### config.mk
export PLATFORM = sky130hd
export DESIGN_NAME = timer_alarm_ctrl
export DESIGN_NICKNAME = d
export VERILOG_FILES = /design/src/rtl/timer_alarm_ctrl.sv
export SDC_FILE = /design/constraint.sdc
export NUM_CORES = 1
export LEC_CHECK = 0
export CAP_MARGIN = 20
export CORE_MARGIN = 1.5
export CORE_UTILIZATION = 23
export CTS_BUF_LIST = sky130_fd_sc_hd__clkbuf_4
export CTS_CLUSTER_DIAMETER = 120
export CTS_CLUSTER_SIZE = 28
export DETAILED_ROUTE_END_ITERATION = 7
export PLACE_DENSITY = 0.34
export SLEW_MARGIN = 20
export SYNTH_ARGS = -nofsm -noshare
export SYNTH_HDL_FRONTEND = slang
export SYNTH_SLANG_ARGS = --single-unit
### constraint.sdc
create_clock -name clk -period 4.9 [get_ports clk]
set_input_delay 0.735 -clock clk [delete_from_list [all_inputs] [get_ports clk]]
set_output_delay 0.735 -clock clk [all_outputs]
set_load 0.005 [all_outputs]
### src/rtl/timer_alarm_ctrl.sv
// timer_alarm_ctrl: slot-bus MMIO block with N_CH alarm channels on one shared prescaled tick
//
// Ports:
//   clk      system clock, all state on the rising edge
//   reset    synchronous active-high reset, clears every register
//   cs       slot select
//   read     read strobe (reads have no side effects)
//   write    write strobe, a write happens when cs && write
//   addr     word address within the slot
//   wr_data  write data
//   rd_data  combinational read data for addr, unmapped addresses read 0
//   irq      registered level interrupt, |(pending & irq_en)
//
// Map: 0 CTRL {psc_clr, go}, 1 PRESCALE, 2 PENDING (W1C), 3 IRQ_EN,
//      channel i at 4*(i+1): +0 LOAD, +1 CCTRL {restart, periodic, en}, +2 COUNT (RO)
module timer_alarm_ctrl #(
    parameter int N_CH  = 4,
    parameter int PSC_W = 16
) (
    input  logic        clk,
    input  logic        reset,
    input  logic        cs,
    input  logic        read,
    input  logic        write,
    input  logic [4:0]  addr,
    input  logic [31:0] wr_data,
    output logic [31:0] rd_data,
    output logic        irq
);
    typedef enum logic {IDLE, RUN} ch_state_t;

    ch_state_t          st_q       [N_CH];
    ch_state_t          st_d       [N_CH];
    logic               periodic_q [N_CH];
    logic               periodic_d [N_CH];
    logic [31:0]        load_q     [N_CH];
    logic [31:0]        load_d     [N_CH];
    logic [31:0]        count_q    [N_CH];
    logic [31:0]        count_d    [N_CH];
    logic               cctrl_wr   [N_CH];
    logic               restart    [N_CH];
    logic [N_CH-1:0]    pend_q, pend_d, irq_en_q, irq_en_d, expire;
    logic               go_q, go_d;
    logic [PSC_W-1:0]   psc_q, psc_d, psc_cnt_q, psc_cnt_d;
    logic               wr, psc_force, tick;
    logic               unused_read;

    assign unused_read = read;
    assign wr = cs && write;

    always_comb begin
        // Any PRESCALE write or a psc_clr strobe restarts the prescaler and eats that cycle's tick
        psc_force = wr && (addr == 5'd1 || (addr == 5'd0 && wr_data[1]));
        tick      = go_q && !psc_force && psc_cnt_q == psc_q;
        psc_cnt_d = psc_force ? '0 : !go_q ? psc_cnt_q :
                    (psc_cnt_q == psc_q) ? '0 : psc_cnt_q + PSC_W'(1);
        go_d      = (wr && addr == 5'd0) ? wr_data[0] : go_q;
        psc_d     = (wr && addr == 5'd1) ? wr_data[PSC_W-1:0] : psc_q;
        irq_en_d  = (wr && addr == 5'd3) ? wr_data[N_CH-1:0] : irq_en_q;
        expire    = '0;
        for (int i = 0; i < N_CH; i++) begin
            cctrl_wr[i]   = wr && addr == 5'(4 * i + 5);
            // Explicit restart bit or an IDLE->RUN enable both reload the counter
            restart[i]    = cctrl_wr[i] && (wr_data[2] || (wr_data[0] && st_q[i] == IDLE));
            // Restart wins over a coincident tick, so no expiry on that cycle
            expire[i]     = !restart[i] && st_q[i] == RUN && tick && count_q[i] == 32'd0;
            load_d[i]     = (wr && addr == 5'(4 * i + 4)) ? wr_data : load_q[i];
            periodic_d[i] = cctrl_wr[i] ? wr_data[1] : periodic_q[i];
            st_d[i]       = cctrl_wr[i] ? (wr_data[0] ? RUN : IDLE) :
                            (expire[i] && !periodic_q[i]) ? IDLE : st_q[i];
            count_d[i]    = restart[i] ? load_q[i] :
                            expire[i] ? (periodic_q[i] ? load_q[i] : count_q[i]) :
                            (st_q[i] == RUN && tick) ? count_q[i] - 32'd1 : count_q[i];
        end
        // A new expiry overrides a W1C of the same bit
        pend_d = ((wr && addr == 5'd2) ? (pend_q & ~wr_data[N_CH-1:0]) : pend_q) | expire;
    end

    always_ff @(posedge clk) begin
        if (reset) begin
            go_q      <= 1'b0;
            psc_q     <= '0;
            psc_cnt_q <= '0;
            pend_q    <= '0;
            irq_en_q  <= '0;
            irq       <= 1'b0;
            for (int i = 0; i < N_CH; i++) begin
                st_q[i]       <= IDLE;
                periodic_q[i] <= 1'b0;
                load_q[i]     <= '0;
                count_q[i]    <= '0;
            end
        end else begin
            go_q      <= go_d;
            psc_q     <= psc_d;
            psc_cnt_q <= psc_cnt_d;
            pend_q    <= pend_d;
            irq_en_q  <= irq_en_d;
            irq       <= |(pend_q & irq_en_q);
            for (int i = 0; i < N_CH; i++) begin
                st_q[i]       <= st_d[i];
                periodic_q[i] <= periodic_d[i];
                load_q[i]     <= load_d[i];
                count_q[i]    <= count_d[i];
            end
        end
    end

    always_comb begin
        rd_data = '0;
        if (addr == 5'd0) rd_data = {31'b0, go_q};
        if (addr == 5'd1) rd_data = 32'(psc_q);
        if (addr == 5'd2) rd_data = 32'(pend_q);
        if (addr == 5'd3) rd_data = 32'(irq_en_q);
        for (int i = 0; i < N_CH; i++) begin
            if (addr == 5'(4 * i + 4)) rd_data = load_q[i];
            if (addr == 5'(4 * i + 5)) rd_data = {30'b0, periodic_q[i], st_q[i] == RUN};
            if (addr == 5'(4 * i + 6)) rd_data = count_q[i];
        end
    end
endmodule

* Yosys cells after proc, flatten, opt, wreduce, memory -nomap -nowiden
Memories as Yosys holds them, arrays and structs flattened.
Cells that the tools add are included.
** Operators by class
- Bitwise operators :: 24
- $add $sub $neg :: 5
- Muxes and demuxes :: 70
- Reductions and logical operators :: 66
- Equal/unequal tests :: 16
** Operators by type and width (count)
- $mux W32 :: 40
- $logic_not A32 Y1 :: 4
- $sub A32 B1 Y32 const B :: 4
- $mux W16 :: 4
- $logic_and A1 B1 Y1 :: 45
- $eq A5 B4 Y1 const B :: 6
- $mux W1 :: 25
- $add A16 B1 Y16 const B :: 1
- $eq A16 B16 Y1 :: 1
- $or A1 B1 Y1 :: 16
- $eq A5 B3 Y1 const B :: 3
- $eq A5 B5 Y1 const B :: 3
- $eq A5 B2 Y1 const B :: 2
- $logic_not A1 Y1 :: 9
- $and A4 B4 Y4 :: 2
- $eq A5 B1 Y1 const B :: 1
- $logic_not A5 Y1 :: 1
- $logic_or A1 B1 Y1 :: 5
- $mux W4 :: 1
- $not A1 Y1 :: 4
- $not A4 Y4 :: 1
- $or A4 B4 Y4 :: 1
- $reduce_or A4 Y1 :: 1
- $reduce_or A2 Y1 :: 1
** Storage, ports and cells
- Input port bits :: 42
- Memories :: 4
- RAM bits :: 264
- Register bits :: 42
- Output and inout bits :: 33
** Memories
- count_q :: depth 4, width 32, rd ports 4, clocked after Yosys merged registers in 0, wr ports 4, RTL line 38 : logic [31:0] count_q [N_CH];
- load_q :: depth 4, width 32, rd ports 4, clocked after Yosys merged registers in 0, wr ports 4, RTL line 36 : logic [31:0] load_q [N_CH];
- periodic_q :: depth 4, width 1, rd ports 4, clocked after Yosys merged registers in 0, wr ports 4, RTL line 34 : logic periodic_q [N_CH];
- st_q :: depth 4, width 1, rd ports 4, clocked after Yosys merged registers in 0, wr ports 4, RTL line 32 : ch_state_t st_q [N_CH];

* Depth between registers and ports, before layout
- Depth in word-level cells :: 17
- Mapped depth :: 11

* Worst setup path after synthesis
No wires, ideal clock.
- Path kind :: input -> output
- Start :: input port addr[0]
- End :: output port rd_data[22]
- Buffers on the path :: 3
- Data required time :: 4.165 ns
- Slack :: 1.681 ns
- Arrival :: 2.484 ns
- Stages on the path :: 8
- Cell sequence :: clkbuf_1 -> nor4b_2 -> nor2b_1 -> clkbuf_1 -> clkbuf_1 -> a21oi_1 -> nand3_1 -> a32o_1
** Between the ends
- Longest elaborated chain between the ends :: 13
- Elaborated cells between the ends (all ways) :: 24
** Ends and longest elaborated chain
- start, declared :: RTL line 25 : input logic [4:0] addr,
- $eq A5 B3 Y1 :: RTL line 116 : if (addr == 5'(4 * i + 4)) rd_data = load_q[i];
- $mux W32 :: RTL line 116
- $mux W32 :: RTL line 117 : if (addr == 5'(4 * i + 5)) rd_data = {30'b0, periodic_q[i], st_q[i] == RUN};
- $mux W32 :: RTL line 118 : if (addr == 5'(4 * i + 6)) rd_data = count_q[i];
- $mux W32 :: RTL line 116
- $mux W32 :: RTL line 117
- $mux W32 :: RTL line 118
- $mux W32 :: RTL line 116
- $mux W32 :: RTL line 117
- $mux W32 :: RTL line 118
- $mux W32 :: RTL line 116
- $mux W32 :: RTL line 117
- $mux W32 * :: RTL line 118
- end, declared :: RTL line 27 : output logic [31:0] rd_data,
Mark *: on every way between the ends. The rest lies on a longest branch, timed or not.

* Final worst setup path
- Start :: input port addr[2]
- End :: output port rd_data[1]
** Between the ends
- Longest elaborated chain between the ends :: 16
- Elaborated cells between the ends (all ways) :: 30
** Ends and longest elaborated chain
- $eq A5 B1 Y1 :: RTL line 112 : if (addr == 5'd1) rd_data = 32'(psc_q);
- $mux W16 :: RTL line 112
- $mux W16 :: RTL line 113 : if (addr == 5'd2) rd_data = 32'(pend_q);
- $mux W16 :: RTL line 114 : if (addr == 5'd3) rd_data = 32'(irq_en_q);
- $mux W32 :: RTL line 116
- $mux W32 :: RTL line 117
- $mux W32 :: RTL line 118
- $mux W32 :: RTL line 116
- $mux W32 :: RTL line 117
- $mux W32 :: RTL line 118
- $mux W32 :: RTL line 116
- $mux W32 :: RTL line 117
- $mux W32 :: RTL line 118
- $mux W32 :: RTL line 116
- $mux W32 :: RTL line 117
- $mux W32 * :: RTL line 118
Marked as above.

==> impl_metrics.ini <==
[die]
fp-row-count = 99
coreArea_sq_um = 73200
dieWidth_um = 276
num_io_pins = 75
dieHeight_um = 276
dieArea_sq_um = 75900
start_util = 0.233

[detailed_routing]
wl_per_cell_um = 26.3
drtPass1Iterations = 6
drt_iter0_drc = 1800
wirelength_um = 85800
vias = 18100
viasPerCell = 5.53
ant_nets = 0
drc_errors = 0

[synth]
syn_nets = 2332
yosysWarningCount = 0
syn_avg_cell_area_sq_um = 7.48
synth_edf_count = 0
syn_inst = 2285
synth_seq_cells = 306
synth_seq_area_share = 0.359
synthesis.area_sq_um = 17100
synth_flop_cell = dfxtp_1
ys_types = 93
synthArstFlopShare = 0

[timing]
holdWs_ns = 0.204
worst_slew_pin_slew_ns = 1.08
clock_skew_ns = 0.0550
period_needed_ns = 4.62
finalHoldViolCount = 0
max_freq_mhz = 216
fin_crit_sh = 0.943
maxSlewViolCount = 0
slew-limit-headroom = 0.281
finalSetupTns_ns = 0
setup_viol = 0
grt_setup_unrepaired = false

[layout]
final_common_cell = nand2_1
fill_cells = 8041
multi_input_area_sq_um = 9990
mostFrequentLayoutCells = nand2_1 (412), a21oi_1 (306), dfxtp_1 (306)
finalNonFillerCells = 3263
area_growth_pct = 12.6
layout.nets = 2342
layout-drive-gt1-share = 0.0826
final-seq-area_sq_um = 6130

[worst_setup_path]
required_ns = 4.16
r2r-end = count_q[0][2]$_SDFFE_PP0P_
cp_max_fo = 15
crit_type = primary input to output port
reg2regPathDepth = 8
cp-end-kind = output port
cp.arrival_ns = 3.89
worst-r2r-setup-slack_ns = 1.37
cp-start-kind = primary input
rr_startpoint = count_q[0][0]$_SDFFE_PP0P_

[power]
ir_drop_mv = 0.142
p_per_area_nw_per_um2 = 213
power_uw = 4110
leakage_uw = 0.00665

[grt]
track_usage = 0.221
antenna_found_initial = 3
overflow = 0
grt_pass1_vias = 17200
grt_start_max_net_pins = 146
grt_pass1_wl_um = 124000

[min_path]
min_path_type = primary input to flop
hold_end = load_q[3][17]$_SDFFE_PP0P_
whs_path_depth = 2
hold_path.startpoint = reset

[cts]
clock_path_buffers = 3
cts_hold_repair.buffers = 0
path_clk_slew_ns = 0.35
cts_made_buffers = 15
cts_setup_buffers = 0
cts_tree = yes
cts_sinks = 306
insertion_delay_ns = 0.87
htreeDepth = 1
root_buffer = clkbuf_4
post_cts_resized = 1

[outcome]
status = finished clean

[placed_design]
port_buffers = 73
dpl.hpwl_um = 65200
dp.cells = 3237
gp_congestion = 0.886

[flow_run]
maxCapViolCount = 0
==> kinds of logic (layout without fill, tap and decap cells) <==
family | Yosys count | after routing | share of synthesized area
AND/OR/NAND/NOR | 925 | 925 | 0.266
AO/OA/AOI/OAI | 740 | 740 | 0.276
flip-flops | 306 | 306 | 0.359
buffers and inverters | 248 | 264 | 0.0615
XOR/XNOR | 32 | 32 | 0.0164
multiplexers | 29 | 29 | 0.0180
adder cells (fa/ha/maj) | 5 | 5 | 0.00366
other | 0 | 3 | 0
==> area by class of cell <==
type | instances | share of cell area
repair buffers | 163 | 0.0745
clock inverters | 7 | 0.00358
clock buffers | 16 | 0.00624
inverters | 78 | 0.0152
diodes | 3 | 0.000390
multi-input cells | 1731 | 0.519
well taps | 959 | 0.0624
flip-flops and latches | 306 | 0.318
==> state kept, by name, indices dropped and copies added (netlist names) <==
signal / flops
pend_q: 4
psc_q: 16
go_q: 1
irq: 1
periodic_q: 4
load_q: 128
count_q: 128
irq_en_q: 4
psc_cnt_q: 16
st_q: 4
==> power by group <==
group          internal [uW]  switching (uW)  total, uW
Sequential              2510            15.1       2530
Combinational            145             304        448
Clock                    218             914       1130
Total                   2870            1230       4110
==> cell usage after synthesis (all sizes together), types with 9 or more instances <==
| library cell | count | area [sq um] |
|---|---|---|
| a21oi | 306 | 1530 |
| a22oi | 85 | 638 |
| xor2 | 12 | 105 |
| mux2i | 24 | 240 |
| nor3b | 9 | 72.6 |
| nor4b | 10 | 121 |
| a211oi | 12 | 90.1 |
| a31oi | 17 | 128 |
| nand2b | 11 | 68.8 |
| o31ai | 16 | 125 |
| buf | 54 | 323 |
| nand3 | 69 | 345 |
| o211ai | 10 | 75.1 |
| nand2 | 416 | 1570 |
| nor2b | 10 | 62.6 |
| and2 | 14 | 87.6 |
| o22ai | 9 | 56.3 |
| clkbuf | 116 | 435 |
| inv | 78 | 293 |
| o21ai | 135 | 676 |
| nor2 | 129 | 502 |
| nor3 | 79 | 458 |
| dfxtp | 306 | 6130 |
| nor4 | 44 | 315 |
| or4 | 18 | 150 |
| a32oi | 16 | 140 |
| a32o | 11 | 110 |
| or3 | 22 | 143 |
| and3 | 22 | 138 |
| a222oi | 18 | 180 |
| nand4 | 43 | 275 |
| a221oi | 12 | 111 |
| o32ai | 35 | 329 |
| xnor2 | 20 | 175 |
==> worst max path at each step <==
stage | startpoint | end | slack, ns
after global routing | addr[2] | rd_data[1] | 0.15
final | addr[2] | rd_data[1] | 0.28
after floorplan | addr[0] | rd_data[22] | 1.68
after global placement | addr[0] | rd_data[1] | -0.06
after CTS | addr[0] | rd_data[1] | 0.09
after detailed placement | addr[0] | rd_data[1] | -0.05
==> stage by stage <==
step	utilization	worst slack (ns)	area [sq um]
after detailed placement	0.260	-0.0507	19000
after CTS	0.263	0.0923	19200
after global routing	0.263	0.147	19200
final	0.263	0.280	19200
after floorplan	-	1.68	17100
after global placement	0.260	-0.0627	19000
==> metal layers <==
layer | vias up | part of all wire | global-route usage | wire [um]
li1 | 8412 | - | - | -
met1 | 8981 | 0.48 | 0.323 | 41000
met2 | 571 | 0.45 | 0.351 | 38500
met3 | 85 | 0.045 | 0.0169 | 3900
met4 | 2 | 0.027 | 0.0546 | 2320
met5 | - | 0.00015 | 0 | 13
==> critical path, cell delays in order <==
cell	delay [ns]
clkdlybuf4s50_1	0.79
nand2b_1	0.32
nor2_2	0.21
buf_4	0.27
a221oi_1	0.13
o31ai_1	0.12
a32oi_1	0.19
o31ai_2	0.41
buf_4	0.19
clkdlybuf4s50_1	0.49
No activity file was read; power rests on OpenSTA's default activity.
